$ cat src/rtl/mydesign_pkg.sv
// Shared types, default widths and the round-robin search helper
// used by the multiplier arbiter and its picker sub-module.
package mydesign_pkg;

  localparam int N_IN_DEF  = 4;
  localparam int N_OUT_DEF = 8;
  localparam int N_REQ_DEF = 4;
  localparam int ID_W_DEF  = $clog2(N_REQ_DEF);
  localparam int RR_MAX    = 16;

  typedef logic [ID_W_DEF-1:0] req_id_t;

  // Returns {found, index}. Search starts at ptr and wraps mod n.
  // Vectors are sized for the largest legal requester count.
  function automatic logic [4:0] rr_pick(
    input logic [RR_MAX-1:0] valid,
    input logic [3:0]        ptr,
    input int                n
  );
    logic       found;
    logic [3:0] idx;
    int         j;
    found = 1'b0;
    idx   = '0;
    for (int k = 0; k < RR_MAX; k++) begin
      if (k < n) begin
        j = (int'(ptr) + k) % n;
        if (!found && valid[j[3:0]]) begin
          found = 1'b1;
          idx   = j[3:0];
        end
      end
    end
    return {found, idx};
  endfunction

endpackage

$ cat src/rtl/mydesign_comb.sv
// Combinational unsigned multiplier shared by the arbiter.
// Ports: a_i, b_i operands (N_IN); p_o exact product (N_OUT).
module mydesign_comb #(
  parameter int N_IN  = 4,
  parameter int N_OUT = 8
) (
  input  logic [N_IN-1:0]  a_i,
  input  logic [N_IN-1:0]  b_i,
  output logic [N_OUT-1:0] p_o
);

  assign p_o = N_OUT'(a_i) * N_OUT'(b_i);

endmodule

$ cat src/rtl/mydesign_rr_picker.sv
// Combinational round-robin search with wrap-around.
// Ports: valid_i requests, ptr_i start index; found_o, idx_o pick.
module mydesign_rr_picker
  import mydesign_pkg::*;
#(
  parameter  int N_REQ = 4,
  localparam int ID_W  = $clog2(N_REQ)
) (
  input  logic [N_REQ-1:0] valid_i,
  input  logic [ID_W-1:0]  ptr_i,
  output logic             found_o,
  output logic [ID_W-1:0]  idx_o
);

  logic [RR_MAX-1:0] valid_w;
  logic [3:0]        ptr_w;
  logic [4:0]        pick_w;

  always_comb begin
    valid_w              = '0;
    valid_w[N_REQ-1:0]   = valid_i;
    ptr_w                = '0;
    ptr_w[ID_W-1:0]      = ptr_i;
    pick_w               = rr_pick(valid_w, ptr_w, N_REQ);
  end

  assign found_o = pick_w[4];
  assign idx_o   = ID_W'(pick_w[3:0]);

endmodule

$ cat src/rtl/mydesign_mul_arbiter.sv
// Round-robin sharing of one multiplier between N_REQ requesters.
// Ports: clk_ci, rst_ni; req_valid_i/req_ready_o/req_operand_{a,b}_i
// per requester; rsp_valid_o/rsp_ready_i/rsp_result_o/rsp_id_o slot.
module mydesign_mul_arbiter
  import mydesign_pkg::*;
#(
  parameter  int N_IN  = N_IN_DEF,
  parameter  int N_OUT = N_OUT_DEF,
  parameter  int N_REQ = N_REQ_DEF,
  localparam int ID_W  = $clog2(N_REQ)
) (
  input  logic                  clk_ci,
  input  logic                  rst_ni,
  input  logic [N_REQ-1:0]      req_valid_i,
  output logic [N_REQ-1:0]      req_ready_o,
  input  logic [N_REQ*N_IN-1:0] req_operand_a_i,
  input  logic [N_REQ*N_IN-1:0] req_operand_b_i,
  output logic                  rsp_valid_o,
  input  logic                  rsp_ready_i,
  output logic [N_OUT-1:0]      rsp_result_o,
  output logic [ID_W-1:0]       rsp_id_o
);

  if (N_OUT != 2 * N_IN) begin : g_bad_width
    $error("N_OUT must equal 2*N_IN");
  end
  if (N_REQ < 2 || N_REQ > RR_MAX) begin : g_bad_nreq
    $error("N_REQ out of range 2..16");
  end

  typedef enum logic {
    SLOT_EMPTY,
    SLOT_FULL
  } slot_e;

  slot_e             slot_q;
  logic [N_OUT-1:0]  result_q;
  logic [ID_W-1:0]   id_q;
  logic [ID_W-1:0]   rr_ptr_q;
  logic [ID_W-1:0]   rr_ptr_d;

  logic              found;
  logic [ID_W-1:0]   grant_idx;
  logic              slot_free;
  logic              grant_en;
  logic [N_IN-1:0]   a_sel;
  logic [N_IN-1:0]   b_sel;
  logic [N_OUT-1:0]  prod;

  mydesign_rr_picker #(
    .N_REQ (N_REQ)
  ) u_picker (
    .valid_i (req_valid_i),
    .ptr_i   (rr_ptr_q),
    .found_o (found),
    .idx_o   (grant_idx)
  );

  // A draining slot can take a new product in the same cycle.
  assign slot_free = (slot_q == SLOT_EMPTY) | rsp_ready_i;
  assign grant_en  = rst_ni & slot_free & found;

  always_comb begin
    req_ready_o = '0;
    if (grant_en) begin
      req_ready_o[grant_idx] = 1'b1;
    end
  end

  assign a_sel = req_operand_a_i[int'(grant_idx)*N_IN +: N_IN];
  assign b_sel = req_operand_b_i[int'(grant_idx)*N_IN +: N_IN];

  (* dont_touch = "true" *)
  mydesign_comb #(
    .N_IN  (N_IN),
    .N_OUT (N_OUT)
  ) u_comb (
    .a_i (a_sel),
    .b_i (b_sel),
    .p_o (prod)
  );

  assign rr_ptr_d = (int'(grant_idx) == N_REQ - 1) ?
                    '0 : grant_idx + 1'b1;

  always_ff @(posedge clk_ci) begin
    if (!rst_ni) begin
      slot_q   <= SLOT_EMPTY;
      result_q <= '0;
      id_q     <= '0;
      rr_ptr_q <= '0;
    end else if (grant_en) begin
      slot_q   <= SLOT_FULL;
      result_q <= prod;
      id_q     <= grant_idx;
      rr_ptr_q <= rr_ptr_d;
    end else if (slot_q == SLOT_FULL && rsp_ready_i) begin
      slot_q   <= SLOT_EMPTY;
    end
  end

  assign rsp_valid_o  = (slot_q == SLOT_FULL);
  assign rsp_result_o = result_q;
  assign rsp_id_o     = id_q;

endmodule
$ cat config.mk
export PLATFORM = sky130hd
export DESIGN_NAME = mydesign_mul_arbiter
export DESIGN_NICKNAME = d
export VERILOG_FILES = /design/src/rtl/mydesign_pkg.sv /design/src/rtl/mydesign_comb.sv /design/src/rtl/mydesign_rr_picker.sv /design/src/rtl/mydesign_mul_arbiter.sv
export SDC_FILE = /design/constraint.sdc
export NUM_CORES = 1
export LEC_CHECK = 0
export ABC_CLOCK_PERIOD_IN_PS = 4800
export BUFFER_PORTS_ARGS = -buffer_cell sky130_fd_sc_hd__buf_4
export CORE_MARGIN = 3
export CORE_UTILIZATION = 52
export CTS_BUF_LIST = sky130_fd_sc_hd__clkbuf_4
export DETAILED_ROUTE_END_ITERATION = 16
export PLACE_DENSITY_LB_ADDON = 0.3
export SYNTH_ARGS = -nofsm -noshare
export SYNTH_HDL_FRONTEND = slang
export SYNTH_SLANG_ARGS = --single-unit
$ cat constraint.sdc
create_clock -name clk_ci -period 4.8 [get_ports clk_ci]
set_input_delay 0.48 -clock clk_ci [delete_from_list [all_inputs] [get_ports clk_ci]]
set_output_delay 0.48 -clock clk_ci [all_outputs]
set_load 0.02 [all_outputs]
==> impl_metrics.env <==
export IMPL_synth_area_um2=1510
export IMPL_ir_drop_mv=0.582
export IMPL_avgSynthCellArea_um2=8.77
export IMPL_ys_warn_count=0
export IMPL_yosysTopAreaCellShare_pct=17.3
export IMPL_wl_per_cell_um=15.7
export IMPL_cts_clk_slew_worst_paths_ns=0.08
export IMPL_nNetsFinal=286
export IMPL_hold_path_depth=2
export IMPL_hp_class="register to register"
export IMPL_p_sw_uw=411
export IMPL_rsz0062_at_grt="false"
export IMPL_cts_htree_levels=1
export IMPL_setup_viol=0
export IMPL_combinationalPowerShare_pct=73.8
export IMPL_p_total_uw=874
export IMPL_crit_path_max_fanout=8
export IMPL_final_cells=256
export IMPL_grt_pass1_wl_mm=6.67
export IMPL_floorplan_rows=18
export IMPL_r2r_end="rsp_result_o[7]"
export IMPL_p_leak_nw=0.949
export IMPL_design_area_um2=1940
export IMPL_synth_ff_type="dfxtp_1"
export IMPL_seqPwrFrac_pct=17.9
export IMPL_cts_setup_buffers=0
export IMPL_clock_sinks=13
export IMPL_synth_fp_nets=231
export IMPL_relSlewSlack_pct=60.0
export IMPL_p_sw_share_pct=47.0
export IMPL_final_util_pct=74.1
export IMPL_ios=54
export IMPL_criticalPathCategory="register to register"
export IMPL_finalCritPeriodShare_pct=93.0
export IMPL_ys_async_sr_fraction_pct=0
export IMPL_grt_max_degree=20
export IMPL_reg2reg_depth=15
export IMPL_p_int_uw=463
export IMPL_netlist_instances=172
export IMPL_grt_pass1_vias=1569
export IMPL_drive_gt1_share_pct=38.1
export IMPL_fin_crit_ns=4.46
export IMPL_min_from="rsp_result_o[5]"
export IMPL_clkPwrFrac_pct=8.3
export IMPL_whs_endpoint="rsp_result_o[5]"
export IMPL_post_cts_resized=0
export IMPL_via_count=1532
export IMPL_ys_types=40
export IMPL_endpoint_kind="register"
export IMPL_ys_seq_elements=13
export IMPL_ys_seq_area_share_pct=17.3
export IMPL_coreArea_um2=2610
export IMPL_synth_edff_count=0
export IMPL_placed_cells=252
export IMPL_diodes=0
export IMPL_grtUsageTotal_pct=23.8
export IMPL_firstDrtPassIters=4
export IMPL_io_buffers=53
export IMPL_synth_area_leader_cell="dfxtp_1"
export IMPL_dpl_hpwl_mm=3.31
export IMPL_die_w_um=59.8
export IMPL_place_gp_congestion=0.915
export IMPL_status="completed"
export IMPL_finalMaxSlewViolations=0
export IMPL_ant_nets=0
export IMPL_cts_buffer_depth=2
export IMPL_final_hold_violation_count=0
export IMPL_rr_startpoint="rr_ptr_q[0]"
export IMPL_reg2reg_slack_ns=0.34
export IMPL_synth_common_cells="ha_1, dfxtp_1, and3_1, inv_1, nand2_1"
export IMPL_initial_utilization_pct=57.7
export IMPL_fin_tns_setup_ns=0
export IMPL_fp_dieH_um=59.8
export IMPL_cts_buffers=3
export IMPL_drt_first_iter_violations=72
export IMPL_cts_hold_buf=0
export IMPL_startpoint_type="register"
export IMPL_viasPerCell=5.98
export IMPL_maxCapViolations=0
export IMPL_die_area_um2=3580
export IMPL_worst_pin_slew_ns=0.599
export IMPL_dpl_cell_area_um2=1900
export IMPL_worstSkewPairLatency_ns=0.27
export IMPL_fmax_ghz=0.224
export IMPL_cellPowerDensity_nw_per_um2=452
export IMPL_cp_arrival_ns=4.62
export IMPL_critPathRequiredTime_ns=4.95
export IMPL_drc_errors=0
export IMPL_cts_root_buf="clkbuf_4"
export IMPL_finClkSkew_ns=0.00633
export IMPL_grt_overflow=0
export IMPL_synth_top_cells_by_area="dfxtp_1, ha_1, fa_1, a211oi_2, and3_1"
export IMPL_cts_tree="built"
export IMPL_wl_mm=4.03
export IMPL_syn_to_final_growth_pct=28.4
export IMPL_synth_most_common_cell="ha_1"
export IMPL_antenna_found_initial=0
-- layout make-up --
type                       count  area [um2]
clock buffer                   4        30.0
fill                         217         677
inverter                      11        41.3
multi-input combinational    139        1120
sequential                    13         260
tap                           30        37.5
timing repair buffer          59         443
-- worst max-delay path: stages, from the launching register on --
cell and delay [ns]:
dfxtp_1 0.42, nor2b_1 0.10, o21ba_2 0.22, or2_1 0.34, inv_1 0.33, a211oi_1 0.13
or4_1 0.58, fa_1 0.51, fa_1 0.60, inv_1 0.05, ha_1 0.28, a21o_1 0.18
a21o_1 0.19, a21oi_1 0.19, or4_1 0.14, nand3_1 0.07
-- stage by stage --
step	worst slack, ns	hold slack (ns)
detailed placement	0.0617	0.449
CTS	0.319	0.463
floorplan	0.532	0.498
finish	0.336	0.459
global route	0.000253	0.478
global placement	0.262	0.443
-- logic make-up after synthesis --
family,share of synthesized area [%]
flip-flops,17.3
AND/OR/NAND/NOR,32.6
adder cells (fa/ha/maj),18.6
AO/OA/AOI/OAI,21.2
XOR/XNOR,1.74
buffers and inverters,8.55
-- layout by cell type (no fill, tap or decap), types with 2 or more instances in the layout --
master / instances
ha_1: 16
a31oi_1: 2
or3_1: 2
or4_1: 7
and2_1: 4
fa_1: 4
nor4_1: 7
a21boi_2: 2
a21oi_1: 4
dfxtp_1: 13
and3_1: 12
a211oi_1: 6
nor2_1: 2
nor3b_1: 2
o21ai_0: 6
o211ai_1: 2
a21o_1: 3
nor3_1: 4
o32ai_2: 2
nor2b_1: 3
clkbuf_4: 4
or4_2: 2
and3_2: 5
nand2b_1: 3
a211oi_2: 7
buf_4: 59
xor2_1: 2
nand3_1: 10
nand2_1: 11
inv_1: 11
-- state kept, by name, indices dropped and copies added (netlist names) --
register and cells:
rr_ptr_q 2, rsp_valid_o 1, rsp_id_o 2, rsp_result_o 8
-- layer usage --
layer	track usage, %	up-vias	part of all wire, %
met4	6.33	0	1.7
met2	41.7	62	49
li1	-	751	-
met5	0	-	0
met3	3.89	12	6.9
met1	30.0	707	42
-- power by group through the flow --
stage	combinational [mW]	sequential (mW)	clock, mW
2_1_floorplan	0.431	0.184	0
3_3_place_gp	0.615	0.156	0
3_5_place_dp	0.638	0.157	0
4_1_cts	0.645	0.155	0.0732
5_1_grt	0.717	0.159	0.0810
6_report	0.645	0.156	0.0725
-- worst max path at each step --
| stage | start | end | slack (ns) | depth (start not counted) |
|---|---|---|---|---|
| 2_1_floorplan | req_valid_i[2] | rsp_result_o[7] | 0.53 | 16 |
| 3_3_place_gp | req_valid_i[2] | rsp_result_o[7] | 0.26 | 16 |
| 3_5_place_dp | req_valid_i[2] | rsp_result_o[7] | 0.06 | 16 |
| 4_1_cts | rr_ptr_q[1] | rsp_result_o[7] | 0.32 | 15 |
| 5_1_grt | rr_ptr_q[1] | rsp_result_o[7] | 0.0003 | 15 |
| 6_report | rr_ptr_q[0] | rsp_result_o[7] | 0.34 | 15 |
Power figures use the tool's default switching activity.
